==> src/rtl/ps2_pkg.sv <==
// Shared byte constants, controller state encoding and protocol-byte classification
// for the PS/2 keyboard link controller.
package ps2_pkg;

   localparam logic [7:0] CMD_SET_LED = 8'hED;
   localparam logic [7:0] RSP_ACK     = 8'hFA;
   localparam logic [7:0] RSP_RESEND  = 8'hFE;
   localparam logic [7:0] RSP_ECHO    = 8'hEE;
   localparam logic [7:0] BAT_OK      = 8'hAA;
   localparam logic [7:0] BAT_ERR     = 8'hFC;
   localparam logic [7:0] PFX_EXT     = 8'hE0;
   localparam logic [7:0] PFX_REL     = 8'hF0;

   typedef enum logic [2:0] {
      WAIT_BAT  = 3'd0,
      IDLE      = 3'd1,
      SEND_CMD  = 3'd2,
      WAIT_ACK1 = 3'd3,
      SEND_ARG  = 3'd4,
      WAIT_ACK2 = 3'd5,
      FAIL      = 3'd6
   } ctrl_state_e;

   // Bytes owned by the link protocol; they never reach the scan decoder.
   function automatic logic is_protocol(input logic [7:0] b);
      return (b == RSP_ACK) || (b == RSP_RESEND) || (b == RSP_ECHO) ||
             (b == BAT_OK)  || (b == BAT_ERR);
   endfunction

endpackage

==> src/rtl/ps2_scan_decoder.sv <==
// Turns received scan bytes into key events, folding E0/F0 prefixes into
// the ext/rel flags of the following code byte.
module ps2_scan_decoder
   import ps2_pkg::*;
(
   input  logic       CLK,
   input  logic       RST,
   input  logic       en,
   input  logic       clr,
   input  logic       rx_valid,
   input  logic [7:0] rx_byte,
   input  logic       rx_err,
   output logic       key_valid,
   output logic [7:0] key_code,
   output logic       key_ext,
   output logic       key_rel
);

   logic ext_q;
   logic rel_q;

   always_ff @(posedge CLK or posedge RST) begin
      if (RST) begin
         ext_q     <= 1'b0;
         rel_q     <= 1'b0;
         key_valid <= 1'b0;
         key_code  <= 8'h00;
         key_ext   <= 1'b0;
         key_rel   <= 1'b0;
      end else begin
         key_valid <= 1'b0;
         if (clr) begin
            ext_q <= 1'b0;
            rel_q <= 1'b0;
         end else if (en && rx_valid) begin
            // A corrupted byte may have been a prefix; drop any partial sequence.
            if (rx_err) begin
               ext_q <= 1'b0;
               rel_q <= 1'b0;
            end else if (rx_byte == PFX_EXT) begin
               ext_q <= 1'b1;
            end else if (rx_byte == PFX_REL) begin
               rel_q <= 1'b1;
            end else if (!is_protocol(rx_byte)) begin
               key_valid <= 1'b1;
               key_code  <= rx_byte;
               key_ext   <= ext_q;
               key_rel   <= rel_q;
               ext_q     <= 1'b0;
               rel_q     <= 1'b0;
            end
         end
      end
   end

endmodule

==> src/rtl/ps2_kb_ctrl.sv <==
// PS/2 keyboard link controller: BAT wait, LED command sequencing with
// ACK/resend/retry/timeout, and routing of scan bytes to the decoder.
module ps2_kb_ctrl
   import ps2_pkg::*;
#(
   parameter int ACK_TIMEOUT = 2_000_000,
   parameter int BAT_TIMEOUT = 100_000_000,
   parameter int MAX_RETRY   = 3
)
(
   input  logic       CLK,
   input  logic       RST,
   input  logic       rx_valid,
   input  logic [7:0] rx_byte,
   input  logic       rx_err,
   output logic       rx_rst,
   output logic       tx_start,
   output logic [7:0] tx_byte,
   input  logic       tx_done,
   input  logic       tx_fail,
   input  logic       led_req,
   input  logic [2:0] led_val,
   output logic       led_ack,
   output logic       key_valid,
   output logic [7:0] key_code,
   output logic       key_ext,
   output logic       key_rel,
   output logic       kb_ready,
   output logic       kb_fail,
   output logic [2:0] state_dbg
);

   // Handshakes: rx_valid, tx_done, tx_fail and every output pulse are
   // single-cycle strobes with no back-pressure; tx_byte is valid for the
   // whole time the controller sits in a send state.

   localparam int BAT_W = $clog2(BAT_TIMEOUT + 1);
   localparam int ACK_W = $clog2(ACK_TIMEOUT + 1);
   localparam int RTY_W = $clog2(MAX_RETRY + 2);

   localparam logic [BAT_W-1:0] BAT_MAX = BAT_W'(BAT_TIMEOUT);
   localparam logic [BAT_W-1:0] BAT_LIM = BAT_W'(BAT_TIMEOUT - 1);
   localparam logic [ACK_W-1:0] ACK_MAX = ACK_W'(ACK_TIMEOUT);
   localparam logic [ACK_W-1:0] ACK_LIM = ACK_W'(ACK_TIMEOUT - 1);
   localparam logic [RTY_W-1:0] RTY_MAX = RTY_W'(MAX_RETRY);

   ctrl_state_e      state_q, state_d;
   logic [BAT_W-1:0] bat_cnt_q, bat_cnt_d;
   logic [ACK_W-1:0] ack_cnt_q, ack_cnt_d;
   logic [RTY_W-1:0] retry_q, retry_d;
   logic [2:0]       led_q, led_d;
   logic             tx_start_d, led_ack_d, rx_rst_d;
   logic             dec_clr, dec_en, resend, rx_ok, active;

   assign rx_ok  = rx_valid && !rx_err;
   assign active = (state_q == IDLE)      || (state_q == SEND_CMD) ||
                   (state_q == WAIT_ACK1) || (state_q == SEND_ARG) ||
                   (state_q == WAIT_ACK2);

   always_ff @(posedge CLK or posedge RST) begin
      if (RST) begin
         state_q   <= WAIT_BAT;
         bat_cnt_q <= '0;
         ack_cnt_q <= '0;
         retry_q   <= '0;
         led_q     <= '0;
         tx_start  <= 1'b0;
         led_ack   <= 1'b0;
         rx_rst    <= 1'b0;
      end else begin
         state_q   <= state_d;
         bat_cnt_q <= bat_cnt_d;
         ack_cnt_q <= ack_cnt_d;
         retry_q   <= retry_d;
         led_q     <= led_d;
         tx_start  <= tx_start_d;
         led_ack   <= led_ack_d;
         rx_rst    <= rx_rst_d;
      end
   end

   always_comb begin
      state_d    = state_q;
      bat_cnt_d  = bat_cnt_q;
      ack_cnt_d  = ack_cnt_q;
      retry_d    = retry_q;
      led_d      = led_q;
      tx_start_d = 1'b0;
      led_ack_d  = 1'b0;
      rx_rst_d   = 1'b0;
      dec_clr    = 1'b0;
      resend     = 1'b0;

      case (state_q)
         WAIT_BAT: begin
            if (bat_cnt_q != BAT_MAX) bat_cnt_d = bat_cnt_q + 1'b1;
            if (rx_valid) begin
               if (rx_ok && rx_byte == BAT_OK) begin
                  state_d = IDLE;
               end else if (rx_ok && rx_byte == BAT_ERR) begin
                  state_d = FAIL;
               end else begin
                  rx_rst_d  = 1'b1;
                  bat_cnt_d = '0;
               end
            end else if (bat_cnt_q == BAT_LIM) begin
               state_d = FAIL;
            end
         end

         IDLE: begin
            if (led_req) begin
               led_d      = led_val;
               retry_d    = '0;
               state_d    = SEND_CMD;
               tx_start_d = 1'b1;
            end
         end

         SEND_CMD, SEND_ARG: begin
            if (tx_done) begin
               state_d   = (state_q == SEND_CMD) ? WAIT_ACK1 : WAIT_ACK2;
               ack_cnt_d = '0;
            end else if (tx_fail) begin
               resend = 1'b1;
            end
         end

         WAIT_ACK1, WAIT_ACK2: begin
            if (ack_cnt_q != ACK_MAX) ack_cnt_d = ack_cnt_q + 1'b1;
            if (rx_ok && rx_byte == RSP_ACK) begin
               if (state_q == WAIT_ACK1) begin
                  state_d    = SEND_ARG;
                  tx_start_d = 1'b1;
               end else begin
                  state_d   = IDLE;
                  led_ack_d = 1'b1;
               end
            end else if (rx_valid && (rx_err || rx_byte == RSP_RESEND)) begin
               resend = 1'b1;
            end else if (ack_cnt_q == ACK_LIM) begin
               resend = 1'b1;
            end
         end

         FAIL: begin
         end

         default: state_d = FAIL;
      endcase

      // Any resend restarts the whole command from 0xED.
      if (resend) begin
         if (retry_q == RTY_MAX) begin
            state_d = FAIL;
         end else begin
            retry_d    = retry_q + 1'b1;
            state_d    = SEND_CMD;
            tx_start_d = 1'b1;
         end
      end

      // Keyboard-originated BAT results override whatever command is in progress.
      if (active && rx_ok && (rx_byte == BAT_OK || rx_byte == BAT_ERR)) begin
         state_d    = (rx_byte == BAT_OK) ? IDLE : FAIL;
         dec_clr    = (rx_byte == BAT_OK);
         tx_start_d = 1'b0;
         led_ack_d  = 1'b0;
      end
   end

   always_comb begin
      kb_ready  = active;
      kb_fail   = (state_q == FAIL);
      dec_en    = active;
      state_dbg = state_q;
      tx_byte   = 8'h00;
      if (state_q == SEND_CMD) tx_byte = CMD_SET_LED;
      if (state_q == SEND_ARG) tx_byte = {5'b00000, led_q};
   end

   ps2_scan_decoder u_dec (
      .CLK       (CLK),
      .RST       (RST),
      .en        (dec_en),
      .clr       (dec_clr),
      .rx_valid  (rx_valid),
      .rx_byte   (rx_byte),
      .rx_err    (rx_err),
      .key_valid (key_valid),
      .key_code  (key_code),
      .key_ext   (key_ext),
      .key_rel   (key_rel)
   );

endmodule
==> config.mk <==
export PLATFORM = sky130hd
export DESIGN_NAME = ps2_kb_ctrl
export DESIGN_NICKNAME = d
export VERILOG_FILES = /design/src/rtl/ps2_pkg.sv /design/src/rtl/ps2_scan_decoder.sv /design/src/rtl/ps2_kb_ctrl.sv
export SDC_FILE = /design/constraint.sdc
export NUM_CORES = 1
export LEC_CHECK = 0
export ABC_CLOCK_PERIOD_IN_PS = 4000
export CAP_MARGIN = 20
export CORE_MARGIN = 8
export CORE_UTILIZATION = 43
export CTS_CLUSTER_SIZE = 30
export DETAILED_ROUTE_END_ITERATION = 6
export DONT_BUFFER_PORTS = 1
export GPL_TIMING_DRIVEN = 0
export PLACE_DENSITY = 0.66
export SYNTH_ARGS = -nofsm -noshare
export SYNTH_HDL_FRONTEND = slang
export SYNTH_SLANG_ARGS = --single-unit
export TNS_END_PERCENT = 20
==> constraint.sdc <==
create_clock -name CLK -period 4 [get_ports CLK]
set_input_delay 0.4 -clock CLK [delete_from_list [all_inputs] [get_ports CLK]]
set_output_delay 0.4 -clock CLK [all_outputs]
set_load 0.01 [all_outputs]
### Word level (Yosys, flattened, before mapping)

Cells that the tools add are included.

| cells by class | value |
|---|---|
| $add $sub $neg | 3 |
| multipliers | 0 |
| div/mod/pow operators | 0 |
| order comparisons | 0 |
| eq/ne operators | 30 |
| shifts and indexed selects | 0 |
| mux-type cells | 66 |
| bitwise gates (word level) | 5 |
| reduce and logical (&&, ||, !) cells | 30 |

Operators with widths:

| cell | count |
|---|---|
| two-way mux 27 bit | 4 |
| equality test 8 bit (second input constant) | 7 |
| two-way mux 3 bit | 17 |
| two-way mux 21 bit | 2 |
| case mux 21 bit (2 select lines) | 1 |
| two-way mux 1 bit | 37 |
| adder 27 x 1 -> 27 bit (second input constant) | 1 |
| equality test 27 bit (second input constant) | 1 |
| inequality test 27 bit (second input constant) | 1 |
| adder 21 x 1 -> 21 bit (second input constant) | 1 |
| equality test 21 bit (second input constant) | 1 |
| inequality test 21 bit (second input constant) | 1 |
| two-way mux 8 bit | 2 |
| inequality test 4 x 3 -> 1 bit (second input constant) | 4 |
| case mux 3 bit (5 select lines) | 1 |
| AND reduction 6 bit | 2 |
| logical OR 1 bit | 10 |
| equality test 3 x 2 -> 1 bit (second input constant) | 3 |
| equality test 3 bit (second input constant) | 3 |
| AND reduction 3 bit | 3 |
| logical AND 1 bit | 8 |
| inequality test 4 bit (second input constant) | 2 |
| inequality test 6 bit (second input constant) | 1 |
| inequality test 5 bit (second input constant) | 1 |
| 12 further kinds | 20 |

| storage, ports and cells | value |
|---|---|
| register bits after elaboration | 73 |
| latch bits | 0 |
| RAM bits | 0 |
| ROM bits | 0 |
| bits of input ports | 18 |
| output and inout bits | 27 |
| word-level logic and storage cells | 148 |
| memories | 0 |

### Depth between registers and ports, before layout

Gate-level depths: netlist (run 1).

| depth | value |
|---|---|
| word-level depth | 11 |
| gate-level depth with buffers | 9 |
| depth with buffers taken out | 8 |

### By module

Synthesis (run 1) repeated with hierarchy kept, for this count alone.

| unflattened totals | value |
|---|---|
| cells, all modules | 446 |
| area, all modules | 4262.8 µm² |

By module, submodules not included:

| module | times used | cells an instance | area each (µm²) |
|---|---|---|---|
| ps2_kb_ctrl | 1 | 393 | 3567.2 |
| ps2_scan_decoder | 1 | 53 | 695.7 |

### Worst setup path before layout (run 1)

OpenSTA, ideal clock, no wires.

| timing | value |
|---|---|
| path kind | register to register |
| start point | register bat_cnt_q[9] |
| end point | register bat_cnt_q[23] |
| library setup time | 125 ps |
| data arrival time | 2231 ps |
| required time | 3875 ps |
| path slack | 1644 ps |
| stages on the path, launching flop included | 7 |
| buffers on the path | 0 |
| cell sequence | dfrtp_1 or4b_1 or4_1 o21ai_1 nor4_1 nand3_1 mux2_2 |

| between the ends | value |
|---|---|
| cells in the longest elaborated chain, start to end | 5 |
| elaborated cells between the ends (all ways) | 6 |
| those cells by class | add/sub (1); eq/ne (1); mux (4) |

Ends and longest elaborated chain:

| what | RTL line | source |
|---|---|---|
| start: declaration | ps2_kb_ctrl.sv:48 | `logic [BAT_W-1:0] bat_cnt_q, bat_cnt_d;` |
| start signal: assignment | ps2_kb_ctrl.sv:72 | `bat_cnt_q <= bat_cnt_d;` |
| adder 27 x 1 -> 27 bit / inequality test 27 bit (equally long branches) | ps2_kb_ctrl.sv:96 | `if (bat_cnt_q != BAT_MAX) bat_cnt_d = bat_cnt_q + 1'b1;` |
| two-way mux 27 bit (*) | ps2_kb_ctrl.sv:96 |  |
| two-way mux 27 bit | ps2_kb_ctrl.sv:100 | `end else if (rx_ok && rx_byte == BAT_ERR) begin` |
| two-way mux 27 bit | ps2_kb_ctrl.sv:98 | `if (rx_ok && rx_byte == BAT_OK) begin` |
| two-way mux 27 bit (*) | ps2_kb_ctrl.sv:97 | `if (rx_valid) begin` |

Mark *: on every way between the ends. The rest lies on a longest branch, timed or not.
A chain may end at the register's enable or synchronous reset.

### Worst setup path in the final report (run 1)

| timing | value |
|---|---|
| start point | register state_q[1] (netlist: state_dbg[1]) |
| end point | register ack_cnt_q[6] |

| between the ends | value |
|---|---|
| cells in the longest elaborated chain, start to end | 4 |
| elaborated cells between the ends (all ways) | 11 |
| those cells by class | eq/ne (6); mux (1); reduce/logical (4) |

Ends and longest elaborated chain:

| what | RTL line | source |
|---|---|---|
| start: declaration | ps2_kb_ctrl.sv:47 | `ctrl_state_e state_q, state_d;` |
| start signal: assignment | ps2_kb_ctrl.sv:71 | `state_q <= state_d;` |
| equality test 3 bit / equality test 3 x 2 -> 1 bit (equally long branches) | ps2_kb_ctrl.sv:94 | `case (state_q)` |
| OR reduction 2 bit | ps2_kb_ctrl.sv:94 |  |
| inequality test 2 bit (no source line) / nonzero test 2 bit (equally long branches) | -- |  |
| AND reduction 3 bit (no source line) | -- |  |
| end signal: assignment | ps2_kb_ctrl.sv:73 | `ack_cnt_q <= ack_cnt_d;` |
| end: declaration | ps2_kb_ctrl.sv:49 | `logic [ACK_W-1:0] ack_cnt_q, ack_cnt_d;` |

Parallel ways exist; a longest one is shown, timed or not.

==> results of run 1 <==
==> layout by cell type (no fill, tap or decap), drive strengths merged, types with 2 or more instances in the layout <==
cell type | netlist | layout
a32o | 2 | 2
nand2b | 4 | 4
o21ai | 17 | 17
and2 | 3 | 3
inv | 20 | 20
o211ai | 3 | 3
a21oi | 22 | 22
nand4 | 7 | 7
xor2 | 10 | 10
or4 | 2 | 2
o21bai | 2 | 2
nand2 | 37 | 37
xnor2 | 23 | 23
mux2 | 15 | 15
and4 | 4 | 4
a211o | 2 | 2
nor4b | 4 | 4
clkbuf | 10 | 23
mux2i | 3 | 3
nor2b | 3 | 3
clkinv | 0 | 2
nand4b | 5 | 5
ha | 5 | 5
nand3 | 21 | 21
nand3b | 2 | 2
or4b | 5 | 5
nor4 | 9 | 9
or2 | 2 | 2
or3 | 12 | 12
nor3 | 17 | 17
a21o | 2 | 2
maj3 | 2 | 2
nor2 | 50 | 50
dfrtp | 73 | 73
buf | 9 | 10
o2bb2ai | 2 | 2
and3 | 8 | 8
o31ai | 5 | 5
==> kinds of logic after synthesis <==
group,Yosys count,synth area share [%]
adder cells (fa/ha/maj),7,2.04
XOR/XNOR,33,7.16
other,1,0.0928
AND/OR/NAND/NOR,195,25.7
flip-flops,73,45.2
multiplexers,18,4.93
buffers and inverters,39,4.27
AO/OA/AOI/OAI,66,10.6
==> worst paths after layout <==
path | start | end | slack [ns] | cells after the start
worst max-delay path | state_dbg[1]$_DFFE_PP0P_ | ack_cnt_q[6]$_DFFE_PP0P_ | 1.25 | 7
worst min-delay path | rx_byte[2] | u_dec.key_code[2]$_DFFE_PP0P_ | 0.19 | 1
worst max register to register | state_dbg[1]$_DFFE_PP0P_ | ack_cnt_q[6]$_DFFE_PP0P_ | 1.25 | 7
worst min register to register | u_dec.rel_q$_DFFE_PP0P_ | u_dec.rel_q$_DFFE_PP0P_ | 0.49 | 1
max in group asynchronous | RST | led_q[1]$_DFFE_PP0P_ | 2.94 | 3
min in group asynchronous | RST | ack_cnt_q[1]$_DFFE_PP0P_ | 0.52 | 2
==> power by group <==
part / total [mW] / leakage (nW) / internal (mW) / switching (mW)
Clock: 0.575 / 0.0974 / 0.304 / 0.271
Combinational: 0.778 / 0.784 / 0.324 / 0.454
Sequential: 1.21 / 0.938 / 0.958 / 0.252
Total: 2.56 / 1.82 / 1.59 / 0.977
==> area by class of cell <==
class	count	area share, %
sequential	73	41.5
timing repair buffer	2	0.852
tap	111	3.15
clock inverter	3	0.909
multi-input combinational	320	46.3
buffer	19	2.21
clock buffer	13	3.38
inverter	20	1.76
==> worst max-delay path, stage by stage, from the launching register on <==
cell and delay, ns:
dfrtp_1 0.45, clkbuf_1 0.30, xor2_1 0.36, o21ai_0 0.23
a21o_1 0.24, a21oi_1 0.50, clkbuf_1 0.43, nor2_1 0.10
==> per-layer routing <==
| metal | vias to the layer above | share of wire (%) |
|---|---|---|
| li1 | 1549 | - |
| met1 | 1563 | 46 |
| met2 | 88 | 47 |
| met3 | 5 | 6.5 |
| met4 | 0 | 0.66 |
| met5 | - | 0 |
==> synth_stat cells (3+ instances only) <==
cell type | count | share of area [%]
a21oi_1 | 22 | 2.7
and3_1 | 7 | 1.1
and4_1 | 4 | 0.87
buf_2 | 3 | 0.37
buf_4 | 4 | 0.74
clkbuf_1 | 10 | 0.93
dfrtp_1 | 73 | 45
ha_1 | 5 | 1.5
inv_1 | 20 | 1.9
mux2_2 | 15 | 4.2
mux2i_1 | 3 | 0.74
nand2_1 | 37 | 3.4
nand2b_1 | 4 | 0.62
nand3_1 | 20 | 2.5
nand4_1 | 7 | 1.1
nand4b_1 | 5 | 1.1
nor2_1 | 50 | 4.6
nor2b_1 | 3 | 0.46
nor3_1 | 17 | 2.1
nor4_1 | 8 | 1.2
nor4b_1 | 4 | 0.87
o211ai_1 | 3 | 0.56
o21ai_0 | 16 | 2.0
o31ai_1 | 4 | 0.74
or3_1 | 11 | 1.7
xnor2_1 | 23 | 5.0
xor2_1 | 10 | 2.2
==> repair_timing <==
action / CTS / global route
buffers inserted: 0 / 0
hold buffers: 1 / 0
hold endpoints to repair: 26 / 0
==> per-stage QoR <==
step / power (mW) / hold WS (ns) / cell area [sq um] / instances / util (%)
after floorplan: 1.77 / 0.452 / 4040 / 432 / -
after global placement: 1.95 / 0.470 / 4180 / 543 / 45.4
after detailed placement: 1.99 / 0.281 / 4210 / 544 / 45.8
after CTS: 2.58 / 0.184 / 4410 / 561 / 47.9
after global routing: 2.73 / 0.175 / 4410 / 561 / 47.9
final: 2.56 / 0.194 / 4410 / 561 / 47.9
==> state kept, by name, indices dropped and copies added, names as in the netlist <==
| signal | flops |
|---|---|
| led_q | 3 |
| rx_rst | 1 |
| u_dec.key_valid | 1 |
| bat_cnt_q | 27 |
| u_dec.rel_q | 1 |
| tx_start | 1 |
| state_dbg | 3 |
| ack_cnt_q | 21 |
| retry_q | 3 |
| u_dec.ext_q | 1 |
| led_ack | 1 |
| u_dec.key_rel | 1 |
| u_dec.key_ext | 1 |
| u_dec.key_code | 8 |
==> qor.txt, run 1 <==
status - complete, no violations
Clock Path Buffers - 2
Rel. slew slack - 40.6%
later-pin clock latency in the skew report - 0.35 ns
largest net degree at the start of global routing - 48
final slew viol count - 0
ANT cells - 0
most common flop cell mapped by yosys - dfrtp_1
initial antenna violation count - 0
vias - 3205
antenna-violating nets left - 0
Avg Synthesized Cell Area - 9.35 sq um
Root Buffer - clkbuf_8
Achievable Freq - 363 MHz
worst-path fanout max - 10
synthesized area - 0.00404 sq mm
post-route worst setup slack - 1.25 ns
post-route minimum period - 2.75 ns
first-pass GRT wire length - 15500 um
maxcap violations - 0
CTS tree - done
number of port buffers - 0
Mapped Cells - 432
RSZ-0062 raised after global routing - no
Total GRT Usage - 14.8%
Worst EP required - 4.21 ns
synth unique cells - 59
Starting DRT DRC Count - 201
io pins - 45
final worst path period share - 68.8%
pre-CTS WS - 1.31 ns
layout cells sized above 1 - 10.9%
# rows - 35
kind of critical path - reg2reg
Setup crit end kind - flip-flop
total grt overflow - 0
clock sinks - 73
routing usage on met2 - 22.6%
Data arrival, critical path - 2.97 ns
setup violators final - 0
core area - 0.00920 sq mm
vias in the first global route - 3184
global route hottest layer - met2
Fill cells - 861
Post-Syn Nets - 455
Die H - 113 um
Worst Tran Pin Value - 0.889 ns
clk_skew - 0.0120 ns
Reg clk slew, reported paths - 0.08 ns
Starting Density - 43.9%
die area - 0.0127 sq mm
sum of negative setup slack - 0 ns
post-cts resize count - 0
min-delay worst type - in2reg
PwrDens - 582 mW/mm^2
Multi-input gate area - 0.00204 sq mm
Warnings, synthesis - 0
NumNets Final - 468
Setup crit start kind - flip-flop
GPL Wtd Cong - 0.843
Remaining DRCs - 0
leak pwr - 1.82 nW
Post-Route WL - 9120 um
met1 Use GR - 19.8%
M3 GR Usage - 5.01%
fraction of registers with async set/reset - 100%
detailed placer's ending HPWL - 6660 um
WL per Instance - 16.3 um
DIE WIDTH - 113 um
sequential area share after synthesis - 45.2%
FF/Latch Area - 0.00183 sq mm
1st-pass router iterations - 6
htree depth - 3
peak supply drop - 318 uV
vias per cell - 5.71
endpoints failing hold - 0
cts bufs inserted - 9
flops & latches, synth - 73
Layout area overhead - 9.11%
EDFF count, synth - 0
(Power assumes the default switching activity.)
==> run 2, diff against run 1 <==
--- a/config.mk
+++ b/config.mk
@@ -5,7 +5,8 @@
 export SDC_FILE = /design/constraint.sdc
 export NUM_CORES = 1
 export LEC_CHECK = 0
-export ABC_CLOCK_PERIOD_IN_PS = 4000
+export ABC_AREA = 1
+export ABC_CLOCK_PERIOD_IN_PS = 2400
 export CAP_MARGIN = 20
 export CORE_MARGIN = 8
 export CORE_UTILIZATION = 43
@@ -13,7 +14,7 @@
 export DETAILED_ROUTE_END_ITERATION = 6
 export DONT_BUFFER_PORTS = 1
 export GPL_TIMING_DRIVEN = 0
-export PLACE_DENSITY = 0.66
+export PLACE_DENSITY = 0.68
 export SYNTH_ARGS = -nofsm -noshare
 export SYNTH_HDL_FRONTEND = slang
 export SYNTH_SLANG_ARGS = --single-unit
==> constraint.sdc (replaced) <==
create_clock -name CLK -period 2.4 [get_ports CLK]
set_input_delay 0.24 -clock CLK [delete_from_list [all_inputs] [get_ports CLK]]
set_output_delay 0.24 -clock CLK [all_outputs]
set_load 0.01 [all_outputs]
==> qor.txt, run 2 <==
status - complete, no violations (unchanged)
GPL Wtd Cong - 0.922 (was 0.843)
NumNets Final - 721 (was 468)
Clock Path Buffers - 2 (unchanged)
Remaining DRCs - 0 (unchanged)
initial antenna violation count - 0 (unchanged)
1st-pass router iterations - 5 (was 6)
Non-Filler Instances - 843 (was 561)
cts bufs inserted - 9 (unchanged)
Worst EP required - 2.65 ns (was 4.21 ns)
cell with the most instances after synthesis - nand2_1 (was dfrtp_1)
maxcap violations - 0 (unchanged)
R2R setup slack - 0.32 ns (was 1.25 ns)
biggest area consumer among synthesized cells - dfrtp_1 (unchanged)
Setup crit start kind - flip-flop (unchanged)
final slew viol count - 0 (unchanged)
synth unique cells - 43 (was 59)
detailed placer's ending HPWL - 9060 um (was 6660 um)
die area - 0.0147 sq mm (was 0.0127 sq mm)
Avg Synthesized Cell Area - 6.99 sq um (was 9.35 sq um)
Post-Route WL - 12000 um (was 9120 um)
Root Buffer - clkbuf_8 (unchanged)
min-delay worst type - in2reg (unchanged)
layout cells sized above 1 - 10.5% (was 10.9%)
Warnings, synthesis - 0 (unchanged)
leak pwr - 2.46 nW (was 1.82 nW)
Critical Path Start - bat_cnt_q[0]$_DFFE_PP0P_ (was state_dbg[1]$_DFFE_PP0P_)
Post-Syn Nets - 705 (was 455)
total grt overflow - 0 (unchanged)
Achievable Freq - 482 MHz (was 363 MHz)
Largest regs - bat_cnt_q x27, ack_cnt_q x21, u_dec.key_code x8 (unchanged)
synthesized area - 0.00476 sq mm (was 0.00404 sq mm)
PwrDens - 877 mW/mm^2 (was 582 mW/mm^2)
Worst Setup EP - bat_cnt_q[20]$_DFFE_PP0P_ (was ack_cnt_q[6]$_DFFE_PP0P_)
# rows - 38 (was 35)
htree depth - 3 (unchanged)
Synth area leaders - dfrtp_1, nand2_1, nor2_1, inv_1, nand3_1 (was dfrtp_1, xnor2_1, nor2_1, mux2_2, nand2_1)
Pwr Total - 4.57 mW (was 2.56 mW)
clk_skew - 0.0130 ns (was 0.0120 ns)
most common flop cell mapped by yosys - dfrtp_1 (unchanged)
kind of critical path - reg2reg (unchanged)
endpoints failing hold - 0 (unchanged)
max reg flops - 27 (unchanged)
Layout area overhead - 9.27% (was 9.11%)
Mapped Cells - 682 (was 432)
post-cts resize count - 0 (unchanged)
vias in the first global route - 4217 (was 3184)
post-layout util - 48.0% (was 47.9%)
Setup crit end kind - flip-flop (unchanged)
fraction of registers with async set/reset - 100% (unchanged)
commonest non-fill, non-tap cell in the layout - nand2_1 (was dfrtp_1)
peak supply drop - 386 uV (was 318 uV)
number of port buffers - 0 (unchanged)
sequential area share after synthesis - 38.3% (was 45.2%)
Die H - 121 um (was 113 um)
clock sinks - 73 (unchanged)
vias - 4400 (was 3205)
largest net degree at the start of global routing - 58 (was 48)
EDFF count, synth - 0 (unchanged)
later-pin clock latency in the skew report - 0.37 ns (was 0.35 ns)
flops & latches, synth - 73 (unchanged)
WL per Instance - 14.2 um (was 16.3 um)
CTS tree - done (unchanged)
Worst R2R Path Depth - 9 (was 7)
setup violators final - 0 (unchanged)
Data arrival, critical path - 2.33 ns (was 2.97 ns)
Commonest cells post-synth - nand2_1, nor2_1, inv_1 (was dfrtp_1, nor2_1, nand2_1)
io pins - 45 (unchanged)
final worst path period share - 86.5% (was 68.8%)
Reg clk slew, reported paths - 0.09 ns (was 0.08 ns)
sum of negative setup slack - 0 ns (unchanged)
DIE WIDTH - 121 um (was 113 um)
RR Endpoint - bat_cnt_q[20]$_DFFE_PP0P_ (was ack_cnt_q[6]$_DFFE_PP0P_)
Total GRT Usage - 16.9% (was 14.8%)
antenna-violating nets left - 0 (unchanged)
most frequent cells in the layout - nand2_1, nor2_1, inv_1, dfrtp_1, nand3_1 (was dfrtp_1, nor2_1, nand2_1, xnor2_1, a21oi_1)
post-route minimum period - 2.08 ns (was 2.75 ns)
Top reg by flops - bat_cnt_q (unchanged)
worst r2r src - bat_cnt_q[0]$_DFFE_PP0P_ (was state_dbg[1]$_DFFE_PP0P_)
core area - 0.0108 sq mm (was 0.00920 sq mm)
ANT cells - 0 (unchanged)
vias per cell - 5.22 (was 5.71)
worst-path fanout max - 6 (was 10)
Starting Density - 44.0% (was 43.9%)
first-pass GRT wire length - 20000 um (was 15500 um)
cell total after placement - 823 (was 544)
Fill cells - 1077 (was 861)
RSZ-0062 raised after global routing - no (unchanged)
Yosys top cell area share - 38.3% (was 45.2%)
Starting DRT DRC Count - 310 (was 201)
[run 2: cell types whose count changed in the layout (fill, tap and decap cells not counted), moves of 15 or more]
cell     change
nor2_1      +36
nand2_1    +150
xnor2_1     -21
inv_1       +64
mux2_2      -15
nand3_1     +36
[run 2: report_power, final]
part | total [mW] | internal [mW] | switching [mW]
Combinational | 1.83 | 0.608 | 1.22
Clock | 0.978 | 0.481 | 0.497
Sequential | 1.76 | 1.46 | 0.295
Total | 4.57 | 2.55 | 2.02
[run 2: routing by layer]
layer	track usage [%]	part of all wire, %
met1	20.3	44
met5	0	0
met4	7.09	2.0
met2	28.5	49
met3	3.86	4.4
[run 2: worst max-delay path: stages, from the launching register on]
cell and delay (ns):
dfrtp_1 0.45, ha_1 0.18, inv_1 0.07, nor2_2 0.18, nand2_1 0.14, nor2_1 0.20
nand3_1 0.20, nor3_1 0.29, and3_1 0.21, nor2_1 0.05
[run 2: area by class of cell]
cell class	instances	area [sq um]	area share, %
multi-input combinational	499	2460	47.3
sequential	73	1830	35.1
inverter	94	355	6.83
tap	140	175	3.36
clock buffer	10	128	2.45
buffer	16	121	2.33
clock inverter	6	68.8	1.32
timing repair buffer	5	67.6	1.30
[run 2: what timing repair did]
item,CTS,global route
setup buffers,0,0
hold endpoints to repair,33,0
hold buffers,4,0
[run 2: kinds of logic after synthesis]
family | count (synthesis) | synth area share, %
adder cells (fa/ha/maj) | 5 | 1.31
other | 1 | 0.0787
AO/OA/AOI/OAI | 76 | 9.40
AND/OR/NAND/NOR | 396 | 37.1
XOR/XNOR | 21 | 3.86
flip-flops | 73 | 38.3
buffers and inverters | 110 | 9.95
[run 2: worst min-delay path by stage]
stage	slack [ns]	cells after the start	endpoint	startpoint
finish	0.02	2	u_dec.key_code[6]$_DFFE_PP0P_	rx_byte[6]
global route	0.03	2	u_dec.key_code[6]$_DFFE_PP0P_	rx_byte[6]
CTS	0.009	2	u_dec.key_code[6]$_DFFE_PP0P_	rx_byte[6]
detailed placement	0.07	1	led_q[0]$_DFFE_PP0P_	RST
global placement	0.35	2	u_dec.key_code[7]$_DFFE_PP0P_	rx_byte[7]
floorplan	0.35	2	u_dec.key_code[1]$_DFFE_PP0P_	rx_byte[1]
[run 2: through the flow]
stage	area, sq um	setup slack (ns)	hold WS, ns
floorplan	4760	0.307	0.350
global placement	4940	-0.574	0.354
detailed placement	4970	0.360	0.0709
CTS	5210	0.335	0.00947
global route	5210	0.148	0.0265
finish	5210	0.323	0.0218
==> run 3, diff against run 2 <==
--- a/config.mk
+++ b/config.mk
@@ -15,6 +15,8 @@
 export DONT_BUFFER_PORTS = 1
 export GPL_TIMING_DRIVEN = 0
 export PLACE_DENSITY = 0.68
+export RECOVER_POWER = 100
+export SKIP_LAST_GASP = 1
 export SYNTH_ARGS = -nofsm -noshare
 export SYNTH_HDL_FRONTEND = slang
 export SYNTH_SLANG_ARGS = --single-unit
==> qor.txt, run 3 (synthesis gave the netlist of run 2 again) <==
status - complete, no violations (unchanged)
CTS tree - done (unchanged)
peak supply drop - 391 uV (was 386 uV)
Non-Filler Instances - 843 (unchanged)
hold path depth - 2 (unchanged)
layout cells sized above 1 - 8.25% (was 10.5%)
post-route minimum period - 2.12 ns (was 2.08 ns)
Levels on crit path - 8 (was 9)
worst-path fanout max - 10 (was 6)
cell at the slowest stage of the critical path - dfrtp_1 (unchanged)
RSZ-0062 raised after global routing - no (unchanged)
Root Buffer - clkbuf_8 (unchanged)
Reg clk slew, reported paths - 0.08 ns (was 0.09 ns)
vias per cell - 5.21 (was 5.22)
GPL Wtd Cong - 0.922 (unchanged)
Worst EP required - 2.65 ns (about the same)
Achievable Freq - 471 MHz (was 482 MHz)
max reg flops - 27 (unchanged)
Setup crit start kind - flip-flop (unchanged)
Worst R2R Path Depth - 8 (was 9)
sum of negative setup slack - 0 ns (unchanged)
Starting DRT DRC Count - 259 (was 310)
largest net degree at the start of global routing - 58 (unchanged)
vias in the first global route - 4217 (unchanged)
Pwr Total - 4.47 mW (was 4.57 mW)
post-route worst setup slack - 0.276 ns (was 0.323 ns)
final worst path period share - 88.5% (was 86.5%)
Worst Tran Pin Value - 0.786 ns
post-layout instance area - 0.00513 sq mm (was 0.00521 sq mm)
ANT cells - 0 (unchanged)
first-pass GRT wire length - 20000 um (unchanged)
Largest regs - bat_cnt_q x27, ack_cnt_q x21, u_dec.key_code x8 (unchanged)
Total GRT Usage - 16.9% (unchanged)
# rows - 38 (unchanged)
leak pwr - 2.42 nW (was 2.46 nW)
commonest non-fill, non-tap cell in the layout - nand2_1 (unchanged)
clock sinks - 73 (unchanged)
Rel. slew slack - 47.6%
DP Area - 0.00497 sq mm (unchanged)
Top reg by flops - bat_cnt_q (unchanged)
clk_skew - 0.0136 ns (was 0.0130 ns)
post-cts resize count - 0 (unchanged)
die area - 0.0147 sq mm (unchanged)
core area - 0.0108 sq mm (unchanged)
1st-pass router iterations - 5 (unchanged)
later-pin clock latency in the skew report - 0.37 ns (about the same)
largest stage delay on the critical path - 0.45 ns (about the same)
CP bufs+invs - 3 (was 1)
DIE WIDTH - 121 um (unchanged)
Die H - 121 um (unchanged)
initial antenna violation count - 0 (unchanged)
total grt overflow - 0 (unchanged)
htree depth - 3 (unchanged)
family with the most delay on the worst path - buffers and inverters (was simple AND/OR/NAND/NOR gates)
cts bufs inserted - 9 (unchanged)
critical path cell sequence - buf_2 > nor2_2 > nand2_4 > inv_2 > nand4_2 > clkbuf_1 > o21ai_0 > nor2_1 (was ha_1 > inv_1 > nor2_2 > nand2_1 > nor2_1 > nand3_1 > nor3_1 > and3_1 > nor2_1)
final slew viol count - 0 (unchanged)
WL per Instance - 14.2 um (about the same)
Remaining DRCs - 0 (unchanged)
vias - 4390 (was 4400)
Post-Route WL - 11900 um (was 12000 um)
kind of critical path - reg2reg (unchanged)
cell total after placement - 823 (unchanged)
NumNets Final - 721 (unchanged)
io pins - 45 (unchanged)
Setup crit end kind - flip-flop (unchanged)
min-delay worst type - in2reg (unchanged)
endpoints failing hold - 0 (unchanged)
maxcap violations - 0 (unchanged)
Clock Path Buffers - 2 (unchanged)
PwrDens - 871 mW/mm^2 (was 877 mW/mm^2)
pre-CTS WS - 0.360 ns (unchanged)
Layout area overhead - 7.72% (was 9.27%)
Data arrival, critical path - 2.38 ns (was 2.33 ns)
setup violators final - 0 (unchanged)
detailed placer's ending HPWL - 9060 um (unchanged)
antenna-violating nets left - 0 (unchanged)
most frequent cells in the layout - nand2_1, nor2_1, inv_1, dfrtp_1, nand3_1 (unchanged)
Starting Density - 44.0% (unchanged)
number of port buffers - 0 (unchanged)
-- run 3: changes by cell type in the layout (fill, tap and decap cells not counted), moves of 3 or more --
cell | before | now
o21ai_2 | 5 | 1
nand2_2 | 4 | 1
o21ai_1 | 9 | 3
o21ai_0 | 27 | 37
clkbuf_1 | 2 | 7
nand2_1 | 187 | 191
buf_4 | 7 | 3
-- run 3: area by class of cell --
| type | instances | area, sq um |
|---|---|---|
| tap | 140 | 175 |
| sequential | 73 | 1830 |
| clock buffer | 10 | 128 |
| clock inverter | 6 | 68.8 |
| buffer | 16 | 105 |
| fill | 1092 | 5710 |
| timing repair buffer | 5 | 47.5 |
| inverter | 94 | 354 |
| multi-input combinational | 499 | 2430 |
-- run 3: final timing paths --
check,from,end,slack (ns)
worst max-delay path,state_dbg[0]$_DFFE_PP0P_,bat_cnt_q[20]$_DFFE_PP0P_,0.28
worst min-delay path,rx_byte[6],u_dec.key_code[6]$_DFFE_PP0P_,0.03
worst max register to register,state_dbg[0]$_DFFE_PP0P_,bat_cnt_q[20]$_DFFE_PP0P_,0.28
worst min register to register,u_dec.ext_q$_DFFE_PP0P_,u_dec.key_ext$_DFFE_PP0P_,0.48
max in group asynchronous,RST,u_dec.key_code[0]$_DFFE_PP0P_,0.73
min in group asynchronous,RST,ack_cnt_q[6]$_DFFE_PP0P_,0.42
-- run 3: per-layer routing --
layer / vias up / GRT usage [%] / share of wire [%]
li1: 2220 / - / -
met1: 2069 / 20.3 / 44
met2: 83 / 28.5 / 49
met3: 18 / 3.86 / 4.9
met4: 0 / 7.09 / 2.0
met5: - / 0 / 0
-- run 3: power by group --
group          total [mW]  internal (mW)  switching (mW)  leakage (nW)
registers            1.76           1.46           0.293         0.981
logic                1.74          0.552            1.19          1.35
clock network       0.977          0.481           0.496        0.0847
total                4.47           2.50            1.97          2.42
-- run 3: what timing repair did --
item                      CTS  global route
hold endpoints to repair   33             0
buffers inserted            0             0
hold buffers                4             0
-- run 3: through the flow --
stage | utilization, % | hold slack (ns)
3_3_place_gp | 45.6 | 0.354
5_1_grt | 47.3 | 0.0329
3_5_place_dp | 45.8 | 0.0709
6_report | 47.3 | 0.0344
4_1_cts | 48.0 | 0.00947
2_1_floorplan | - | 0.350
-- run 3: worst reg2reg max path, cell delays in order, from the launching register on --
cell and delay, ns:
dfrtp_1 0.45, buf_2 0.21, nor2_2 0.18, nand2_4 0.12
inv_2 0.16, nand4_2 0.32, clkbuf_1 0.35, o21ai_0 0.15
nor2_1 0.07
